===== config.mk =====
export PLATFORM = sky130hd
export DESIGN_NAME = mips_mc_controller
export DESIGN_NICKNAME = d
export VERILOG_FILES = /design/src/rtl/mips_mc_pkg.sv /design/src/rtl/mips_mc_aludec.sv /design/src/rtl/mips_mc_controller.sv
export SDC_FILE = /design/constraint.sdc
export NUM_CORES = 1
export LEC_CHECK = 0
export BUFFER_PORTS_ARGS = -buffer_cell sky130_fd_sc_hd__buf_2
export CAP_MARGIN = 10
export CORE_ASPECT_RATIO = 0.6
export CORE_MARGIN = 2
export CORE_UTILIZATION = 30
export CTS_CLUSTER_SIZE = 12
export DETAILED_ROUTE_END_ITERATION = 10
export RECOVER_POWER = 100
export SETUP_SLACK_MARGIN = 0.5
export SLEW_MARGIN = 20
export SYNTH_ARGS = -nofsm -noshare
export SYNTH_HDL_FRONTEND = slang
export SYNTH_SLANG_ARGS = --single-unit

===== constraint.sdc =====
create_clock -name clk -period 4.1 [get_ports clk]
set_clock_uncertainty 0.15 [all_clocks]
set_input_delay 0.615 -clock clk [delete_from_list [all_inputs] [get_ports clk]]
set_output_delay 0.615 -clock clk [all_outputs]
set_load 0.01 [all_outputs]

===== src/rtl/mips_mc_pkg.sv =====
// Shared types and encodings for the multicycle MIPS control unit.
package mips_mc_pkg;

   typedef enum logic [3:0] {
      FETCH    = 4'd0,
      DECODE   = 4'd1,
      MEMADR   = 4'd2,
      MEMRD    = 4'd3,
      MEMWB    = 4'd4,
      MEMWR    = 4'd5,
      RTYPEEX  = 4'd6,
      RTYPEWB  = 4'd7,
      BRANCH   = 4'd8,
      IMMEX    = 4'd9,
      IMMWB    = 4'd10,
      JUMP     = 4'd11
   } statetype;

   // Opcodes (IR[31:26])
   localparam logic [5:0] OP_RTYPE = 6'b000000;
   localparam logic [5:0] OP_J     = 6'b000010;
   localparam logic [5:0] OP_BEQ   = 6'b000100;
   localparam logic [5:0] OP_BNE   = 6'b000101;
   localparam logic [5:0] OP_ADDI  = 6'b001000;
   localparam logic [5:0] OP_SLTI  = 6'b001010;
   localparam logic [5:0] OP_ANDI  = 6'b001100;
   localparam logic [5:0] OP_ORI   = 6'b001101;
   localparam logic [5:0] OP_LUI   = 6'b001111;
   localparam logic [5:0] OP_LW    = 6'b100011;
   localparam logic [5:0] OP_SW    = 6'b101011;

   // R-type funct codes (IR[5:0])
   localparam logic [5:0] FUNCT_ADD = 6'b100000;
   localparam logic [5:0] FUNCT_SUB = 6'b100010;
   localparam logic [5:0] FUNCT_AND = 6'b100100;
   localparam logic [5:0] FUNCT_OR  = 6'b100101;
   localparam logic [5:0] FUNCT_SLT = 6'b101010;

   // ALU operations
   localparam logic [2:0] ALU_AND = 3'b000;
   localparam logic [2:0] ALU_OR  = 3'b001;
   localparam logic [2:0] ALU_ADD = 3'b010;
   localparam logic [2:0] ALU_SUB = 3'b110;
   localparam logic [2:0] ALU_SLT = 3'b111;

   // Immediate forms
   localparam logic [1:0] IMM_SIGN = 2'b00;
   localparam logic [1:0] IMM_ZERO = 2'b01;
   localparam logic [1:0] IMM_LUI  = 2'b10;

   // ALU B-operand select
   localparam logic [1:0] SRCB_B     = 2'b00;
   localparam logic [1:0] SRCB_4     = 2'b01;
   localparam logic [1:0] SRCB_IMM   = 2'b10;
   localparam logic [1:0] SRCB_BRIMM = 2'b11;

   // Next-PC select
   localparam logic [1:0] PC_ALU    = 2'b00;
   localparam logic [1:0] PC_ALUOUT = 2'b01;
   localparam logic [1:0] PC_JUMP   = 2'b10;

   // I-type ALU instructions that share the IMMEX/IMMWB path
   function automatic logic is_imm_alu(input logic [5:0] op);
      return (op == OP_ADDI) || (op == OP_ANDI) || (op == OP_ORI) ||
             (op == OP_SLTI) || (op == OP_LUI);
   endfunction

endpackage


===== src/rtl/mips_mc_aludec.sv =====
// R-type funct decoder: maps funct to the ALU operation, add for anything unknown.
module mips_mc_aludec
   import mips_mc_pkg::*;
(
   input  logic [5:0] funct,
   output logic [2:0] alucontrol
);

   // Pure lookup; unlisted functs behave as add
   always_comb begin
      alucontrol = ALU_ADD;
      case (funct)
         FUNCT_ADD: alucontrol = ALU_ADD;
         FUNCT_SUB: alucontrol = ALU_SUB;
         FUNCT_AND: alucontrol = ALU_AND;
         FUNCT_OR:  alucontrol = ALU_OR;
         FUNCT_SLT: alucontrol = ALU_SLT;
         default:   alucontrol = ALU_ADD;
      endcase
   end

endmodule


===== src/rtl/mips_mc_controller.sv =====
// Moore control FSM for the multicycle MIPS datapath; pcen is the only output that sees zero.
module mips_mc_controller
   import mips_mc_pkg::*;
(
   input  logic       clk,
   input  logic       reset,
   input  logic [5:0] op,
   input  logic [5:0] funct,
   input  logic       zero,
   output logic       pcen,
   output logic       iord,
   output logic       memwrite,
   output logic       irwrite,
   output logic       regwrite,
   output logic       regdst,
   output logic       memtoreg,
   output logic       alusrca,
   output logic [1:0] alusrcb,
   output logic [1:0] immsrc,
   output logic [1:0] pcsrc,
   output logic [2:0] alucontrol,
   output logic       retire
);

   statetype   state_q, state_d;
   statetype   ostate;
   logic [2:0] rtype_alu;
   logic       pcwrite, branch, isbne;

   mips_mc_aludec u_aludec (
      .funct      (funct),
      .alucontrol (rtype_alu)
   );

   // State register; synchronous reset returns to FETCH
   always_ff @(posedge clk) begin
      if (reset) state_q <= FETCH;
      else       state_q <= state_d;
   end

   // Next state and Moore outputs. During reset the outputs are decoded as FETCH
   // and every enable is then forced low, so nothing is written in the abort cycle.
   always_comb begin
      state_d    = FETCH;
      ostate     = reset ? FETCH : state_q;
      iord       = 1'b0;
      memwrite   = 1'b0;
      irwrite    = 1'b0;
      regwrite   = 1'b0;
      regdst     = 1'b0;
      memtoreg   = 1'b0;
      alusrca    = 1'b0;
      alusrcb    = SRCB_B;
      immsrc     = IMM_SIGN;
      pcsrc      = PC_ALU;
      alucontrol = ALU_ADD;
      retire     = 1'b0;
      pcwrite    = 1'b0;
      branch     = 1'b0;
      isbne      = 1'b0;
      pcen       = 1'b0;

      case (state_q)
         FETCH:   state_d = DECODE;
         DECODE: begin
            if ((op == OP_LW) || (op == OP_SW))       state_d = MEMADR;
            else if (op == OP_RTYPE)                  state_d = RTYPEEX;
            else if ((op == OP_BEQ) || (op == OP_BNE)) state_d = BRANCH;
            else if (is_imm_alu(op))                  state_d = IMMEX;
            else if (op == OP_J)                      state_d = JUMP;
            else                                      state_d = FETCH;
         end
         MEMADR: begin
            if (op == OP_LW)      state_d = MEMRD;
            else if (op == OP_SW) state_d = MEMWR;
            else                  state_d = FETCH;
         end
         MEMRD:   state_d = MEMWB;
         RTYPEEX: state_d = RTYPEWB;
         IMMEX:   state_d = IMMWB;
         default: state_d = FETCH;
      endcase

      case (ostate)
         FETCH: begin
            irwrite = 1'b1;
            alusrcb = SRCB_4;
            pcwrite = 1'b1;
         end
         DECODE: begin
            alusrcb = SRCB_BRIMM;
            retire  = !((op == OP_LW) || (op == OP_SW) || (op == OP_RTYPE) ||
                        (op == OP_BEQ) || (op == OP_BNE) || is_imm_alu(op) ||
                        (op == OP_J));
         end
         MEMADR: begin
            alusrca = 1'b1;
            alusrcb = SRCB_IMM;
         end
         MEMRD: iord = 1'b1;
         MEMWB: begin
            memtoreg = 1'b1;
            regwrite = 1'b1;
            retire   = 1'b1;
         end
         MEMWR: begin
            iord     = 1'b1;
            memwrite = 1'b1;
            retire   = 1'b1;
         end
         RTYPEEX: begin
            alusrca    = 1'b1;
            alucontrol = rtype_alu;
         end
         RTYPEWB: begin
            regdst   = 1'b1;
            regwrite = 1'b1;
            retire   = 1'b1;
         end
         BRANCH: begin
            alusrca    = 1'b1;
            alucontrol = ALU_SUB;
            pcsrc      = PC_ALUOUT;
            branch     = 1'b1;
            isbne      = (op == OP_BNE);
            retire     = 1'b1;
         end
         IMMEX: begin
            alusrca = 1'b1;
            alusrcb = SRCB_IMM;
            case (op)
               OP_ANDI: begin immsrc = IMM_ZERO; alucontrol = ALU_AND; end
               OP_ORI:  begin immsrc = IMM_ZERO; alucontrol = ALU_OR;  end
               OP_SLTI: alucontrol = ALU_SLT;
               OP_LUI:  immsrc = IMM_LUI;
               default: ;
            endcase
         end
         IMMWB: begin
            regwrite = 1'b1;
            retire   = 1'b1;
         end
         JUMP: begin
            pcsrc   = PC_JUMP;
            pcwrite = 1'b1;
            retire  = 1'b1;
         end
         default: ;
      endcase

      pcen = pcwrite | (branch & (zero ^ isbne));

      if (reset) begin
         pcen     = 1'b0;
         irwrite  = 1'b0;
         memwrite = 1'b0;
         regwrite = 1'b0;
         retire   = 1'b0;
      end
   end

endmodule


==> impl_metrics.env, run 1 <==
export IMPL_ys_warn_count=0
export IMPL_first_global_vias=767
export IMPL_drc=0
export IMPL_slew_violations=0
export IMPL_synthesis_area_um2=708.2
export IMPL_synthMuxAreaShare_pct=0
export IMPL_grt_use_total_pct=15.45
export IMPL_n_antenna_cell=0
export IMPL_ctsResizeCount=0
export IMPL_register_area_um2=80.08
export IMPL_setup_violations=0
export IMPL_dr_pass1_iters=4
export IMPL_cts_sinks=4
export IMPL_crit_start="state_q[1]"
export IMPL_grt_pass1_wl_um=3463
export IMPL_r2r_slack_ps=2270
export IMPL_die_y_um=41.64
export IMPL_multi_input_area_um2=556.8
export IMPL_die_x_um=66.73
export IMPL_p_switching_w=0.00005059
export IMPL_netSwitchingFraction_pct=29.32
export IMPL_power_density_nw_per_um2=200.2
export IMPL_synth_fa_ha_area_share_pct=0
export IMPL_finalPower_w=0.0001726
export IMPL_drive_gt1_share_pct=18.60
export IMPL_path_class="reg -> out"
export IMPL_worstReg2RegEnd="state_q[1]"
export IMPL_final_nets=146
export IMPL_place_inst=156
export IMPL_areaGrowthSynthToFinish_pct=21.73
export IMPL_slew_headroom_pct=60.07
export IMPL_htreeDepth=1
export IMPL_cts_setup_buffers=0
export IMPL_die_area_um2=2778
export IMPL_sequentialPowerShare_pct=26.7
export IMPL_io_pins=33
export IMPL_core_area_um2=2196
export IMPL_timing_setup_tns_ps=0
export IMPL_antenna_found_initial=0
export IMPL_synth_top_family_by_area="simple AND/OR/NAND/NOR gates"
export IMPL_whs_path_depth=2
export IMPL_overflow=0
export IMPL_maxCapViolCount=0
export IMPL_crit_path_end_kind="output port"
export IMPL_critPathRequiredTime_ps=3340
export IMPL_fin_cells=159
export IMPL_syn_avg_cell_area_um2=6.809
export IMPL_cts_tree="built"
export IMPL_cp_start_kind="flip-flop"
export IMPL_synth_simple_gate_area_share_pct=47.17
export IMPL_via_per_inst=5.352
export IMPL_dp_hpwl_um=1635
export IMPL_fin_util_pct=39.26
export IMPL_ant_nets=0
export IMPL_rsz0062_at_grt="no"
export IMPL_synth_cells=104
export IMPL_reg_top3="state_q (4)"
export IMPL_p_int_w=0.0001220
export IMPL_post_route_period_util_pct=72.22
export IMPL_hp_class="in -> reg"
export IMPL_holdPathEnd="state_q[1]"
export IMPL_worst_path_max_fanout=19
export IMPL_ys_types=44
export IMPL_cts_made_buffers=3
export IMPL_routed_wl_um=2085
export IMPL_cts_buffer_depth=2
export IMPL_vias=851
export IMPL_syn_nets=119
export IMPL_status="completed"
export IMPL_vdd_ir_drop_max_mv=0.08459
export IMPL_clk_pin_slew_worst_paths_ps=30
export IMPL_min_period_ps=2961
export IMPL_initial_utilization_pct=32.25
export IMPL_p_leak_nw=0.2832
export IMPL_critPathArrivalTime_ps=2200
export IMPL_report_final_hold_viol_count=0
export IMPL_synth_seq_area_share_pct=11.31
export IMPL_hold_buffers=0
export IMPL_synth_compound_area_share_pct=30.39
export IMPL_gp_congestion=0.7542
export IMPL_regMostFlops="state_q"
export IMPL_fillers=255
export IMPL_reg2reg_from="state_q[1]"
export IMPL_clock_latency_ps=210
export IMPL_grt_max_degree=20
export IMPL_largest_reg_flops=4
export IMPL_worstHoldStart="reset"
export IMPL_p_clk_share_pct=47.4
export IMPL_synth_xor_area_share_pct=2.473
export IMPL_drt_initial_drc_count=89
export IMPL_wl_per_cell_um=13.11
export IMPL_worst_pin_slew_ps=598.1
export IMPL_cts_root_buf="clkbuf_8"
export IMPL_synth_seq_cells=4
export IMPL_rows=13
export IMPL_portBuffers=32
export IMPL_ff2ff_path_depth=4
export IMPL_max_freq_mhz=337.7
export IMPL_comb_power_share_pct=26.0
-- cells by family (layout without fill, tap and decap cells) --
kind of cell    count (synthesis)  in the layout
flops                           4              4
xor+xnor                        2              2
simple gates                   56             56
buf+inv                        12             37
compound gates                 30             30
-- power groups by stage --
| stage | sequential (W) | clock, W | combinational, W |
|---|---|---|---|
| CTS | 0.0000460 | 0.0000840 | 0.0000461 |
| detailed placement | 0.0000465 | 0 | 0.0000459 |
| global route | 0.0000466 | 0.0000885 | 0.0000496 |
| global placement | 0.0000464 | 0 | 0.0000450 |
| floorplan | 0.0000423 | 0 | 0.0000332 |
| finish | 0.0000460 | 0.0000817 | 0.0000448 |
-- worst max-delay path by stage --
stage | to | slack [ps] | cells after the start
floorplan | alucontrol[1] | 1680 | 4
global placement | alucontrol[1] | 1460 | 6
detailed placement | alucontrol[1] | 1430 | 6
CTS | alucontrol[1] | 1210 | 5
global route | alucontrol[1] | 980 | 5
finish | alucontrol[1] | 1140 | 5
-- synthesized netlist by cell type, drive strengths merged --
master / n / area (um2)
a2111oi: 1 / 15.01
a211o: 1 / 8.760
a211oi: 1 / 7.510
a21oi: 9 / 48.80
a22oi: 2 / 15.01
a311oi: 1 / 8.760
a31oi: 2 / 12.51
a32oi: 1 / 8.760
and3: 1 / 6.260
buf: 5 / 33.78
clkbuf: 5 / 20.01
dfxtp: 4 / 80.08
inv: 2 / 7.510
nand2: 5 / 18.77
nand2b: 7 / 51.30
nand3: 5 / 25.02
nand4: 1 / 6.260
nand4b: 1 / 8.760
nor2: 12 / 47.55
nor2b: 4 / 25.02
nor3: 7 / 40.04
nor3b: 3 / 22.52
nor4: 4 / 25.02
nor4b: 2 / 23.77
o211ai: 1 / 7.510
o21a: 2 / 15.01
o21ai: 2 / 10.01
o31a: 1 / 8.760
o31ai: 4 / 30.03
o32a: 1 / 10.01
o32ai: 1 / 8.760
or2: 2 / 12.51
or3b: 1 / 11.26
or4b: 1 / 10.01
xnor2: 1 / 8.760
xor2: 1 / 8.760
-- through the flow --
stage	hold slack (ps)	area [um2]	setup slack, ps
finish	572.4	862.1	1139
global route	605.9	862.1	977.4
CTS	584.4	893.4	1208
detailed placement	601.7	852.1	1432
global placement	584.0	852.1	1464
floorplan	449.6	708.2	1682
-- worst max-delay path: stages, from the launching register on --
cell      delay [ps]
dfxtp_1          690
nand2b_1         220
nor2_1           280
a32oi_1          140
or4b_1           510
clkbuf_1         140
-- cells in the final DEF (no fill, tap or decap), types with 2 or more instances in the layout --
master | synthesis | routed
o21a_1 | 2 | 2
a22oi_1 | 2 | 2
nor3_1 | 6 | 7
buf_2 | 3 | 15
nor3b_1 | 3 | 3
nor4_1 | 4 | 4
o31ai_1 | 4 | 4
nor2b_1 | 4 | 4
nand3_1 | 5 | 5
nand2b_1 | 6 | 6
or2_2 | 2 | 2
clkbuf_8 | 0 | 3
o21ai_0 | 2 | 2
clkbuf_1 | 4 | 17
nor2_1 | 11 | 12
a21oi_1 | 8 | 8
nand2_1 | 5 | 5
a31oi_1 | 2 | 2
dfxtp_1 | 4 | 4
inv_1 | 2 | 2
-- metal layers --
metal / part of all wire, % / GRT usage [%] / wire (um) / vias to the layer above
met1: 54 / 24.18 / 1116 / 378
met5: 0 / 0 / 0 / -
met4: 0 / 2.449 / 0 / 0
met3: 7.2 / 3.794 / 150 / 0
li1: - / - / - / 445
met2: 39 / 21.20 / 818 / 28
-- cell type report --
cell class | instances | area share, %
Inverter | 2 | 0.8708
Multi-Input combinational cell | 88 | 64.59
Timing Repair Buffer | 32 | 16.11
Sequential cell | 4 | 9.289
Tap cell | 30 | 4.354
Clock buffer | 3 | 4.790
Power figures use the tool's default switching activity.
==> run 2, diff against run 1 <==
Clock period 4.1 ns to 2.6 ns, I/O delays scaled along.
==> run 2 against run 1 <==
Flip-flop and latch count did not move; largest cell class unchanged; non-clock buffer count rose by 17; combinational power rose by 120%; cell count rose by 11%; power rose by 73%; highest routed layer unchanged; setup slack got worse by 770 ps; critical path type unchanged; utilization rose by 11 points.
==> impl_metrics.env, run 2 (synthesis results as in run 1) <==
export IMPL_status="completed"
export IMPL_n_antenna_cell=0
export IMPL_hp_class="in -> reg"
export IMPL_cts_sinks=4
export IMPL_worst_path_buf_inv=2
export IMPL_wl_per_cell_um=13.69
export IMPL_fillers=230
export IMPL_slew_headroom_pct=64.07
export IMPL_overflow=0
export IMPL_dr_pass1_iters=4
export IMPL_setup_violations=0
export IMPL_drc=0
export IMPL_crit_family="flip-flops"
export IMPL_fin_cells=176
export IMPL_reg_top3="state_q (4)"
export IMPL_htreeDepth=1
export IMPL_clock_latency_ps=220
export IMPL_hold_ws_ps=367.2
export IMPL_critPathArrivalTime_ps=1690
export IMPL_wl_met2_um=1015
export IMPL_critPathRequiredTime_ps=2060
export IMPL_die_y_um=41.64
export IMPL_crit_slowest_cell="dfxtp_1"
export IMPL_portBuffers=32
export IMPL_via_per_inst=5.420
export IMPL_finalPower_w=0.0002991
export IMPL_cts_made_buffers=3
export IMPL_routed_wl_um=2409
export IMPL_slew_violations=0
export IMPL_rows=13
export IMPL_register_area_um2=91.34
export IMPL_power_density_nw_per_um2=271.9
export IMPL_place_inst=160
export IMPL_largest_reg_flops=4
export IMPL_final_nets=163
export IMPL_gp_congestion=0.7838
export IMPL_path_cells="or3b_1 > buf_4 > o32ai_1 > clkbuf_1"
export IMPL_antenna_found_initial=0
export IMPL_maxCapViolCount=0
export IMPL_dr_max_layer_used="met3"
export IMPL_core_area_um2=2196
export IMPL_max_freq_mhz=448.4
export IMPL_cp_start_kind="flip-flop"
export IMPL_min_period_ps=2230
export IMPL_final_cell_mix="buf_2, clkbuf_1, buf_4, nor2_1, a21oi_1"
export IMPL_areaGrowthSynthToFinish_pct=55.30
export IMPL_drive_gt1_share_pct=38.36
export IMPL_drt_initial_drc_count=51
export IMPL_cts_buffer_depth=2
export IMPL_met1_length_um=1245
export IMPL_worst_pin_slew_ps=534.0
export IMPL_fin_util_pct=50.09
export IMPL_timing_setup_tns_ps=0
export IMPL_p_leak_nw=0.4050
export IMPL_first_global_vias=821
export IMPL_worst_path_max_fanout=7
export IMPL_report_final_hold_viol_count=0
export IMPL_post_route_period_util_pct=85.78
export IMPL_cts_root_buf="clkbuf_8"
export IMPL_initial_utilization_pct=32.25
export IMPL_dr_wl_met3_um=148
export IMPL_die_area_um2=2778
export IMPL_vias=954
export IMPL_vdd_ir_drop_max_mv=0.2381
export IMPL_io_pins=33
export IMPL_dp_hpwl_um=1739
export IMPL_crit_path_end_kind="output port"
export IMPL_die_x_um=66.73
export IMPL_cts_tree="built"
export IMPL_grt_pass1_wl_um=3781
export IMPL_cp_slowest_stage_delay_ps=460
export IMPL_multi_input_area_um2=635.6
export IMPL_ant_nets=0
export IMPL_rsz0062_at_grt="yes"
export IMPL_regMostFlops="state_q"
export IMPL_clk_pin_slew_worst_paths_ps=40
export IMPL_grt_max_degree=13
export IMPL_path_class="reg -> out"
export IMPL_grt_use_total_pct=17.39
==> run 2: changes by cell type in the layout (fill, tap and decap cells not counted), moves of 2 or more <==
cell	before	now
buf_4	0	12
buf_6	0	3
dfxtp_1	4	1
dfxtp_4	0	3
nand2b_1	6	3
nand2b_4	1	4
nor2_1	12	10
nor2b_1	4	2
nor3_1	7	5
==> run 2: routing by layer <==
layer | up-vias | track usage, %
met1 | 448 | 24.79
met5 | - | 0
li1 | 477 | -
met4 | 0 | 1.224
met3 | 0 | 5.420
met2 | 29 | 26.80
==> run 2: cell type report <==
type	instances	area share [%]
Multi-Input combinational cell	88	57.79
Sequential cell	4	8.305
Clock buffer	3	3.754
Timing Repair Buffer	49	26.05
Inverter	2	0.6826
Tap cell	30	3.413
==> run 2: worst paths after layout <==
check | cells after the start | start | to | slack, ps
worst max-delay path | 4 | state_q[2] | alucontrol[0] | 370
worst min-delay path | 2 | reset | state_q[1] | 370
worst max register to register | 5 | state_q[2] | state_q[1] | 1020
worst min register to register | 3 | state_q[0] | state_q[3] | 480
==> run 2: timing repair <==
action,CTS,global route
pin swaps,5,5
setup buffers,5,8
gates resized for setup,15,14
cloned,0,0
setup endpoints to repair,6,7
hold buffers,0,0
==> run 2: metrics by stage <==
stage	instance area [um2]	worst slack (ps)
3_5_place_dp	882.1	376.8
5_1_grt	1100	267.4
2_1_floorplan	708.2	632.3
4_1_cts	1018	440.7
3_3_place_gp	882.1	416.6
6_report	1100	369.8
==> run 2: worst register-to-register path: stages (launching register included) <==
cell,delay [ps]
dfxtp_1,370
buf_6,150
buf_4,150
nor3_1,240
nand3_1,120
a311oi_1,290
==> run 2: report_power, final <==
part,leakage (nW),switching [W],internal [W],total (W)
registers,0.0347,0.00000359,0.0000624,0.0000660
logic,0.349,0.0000537,0.0000447,0.0000984
clock network,0.0216,0.0000357,0.0000990,0.000135
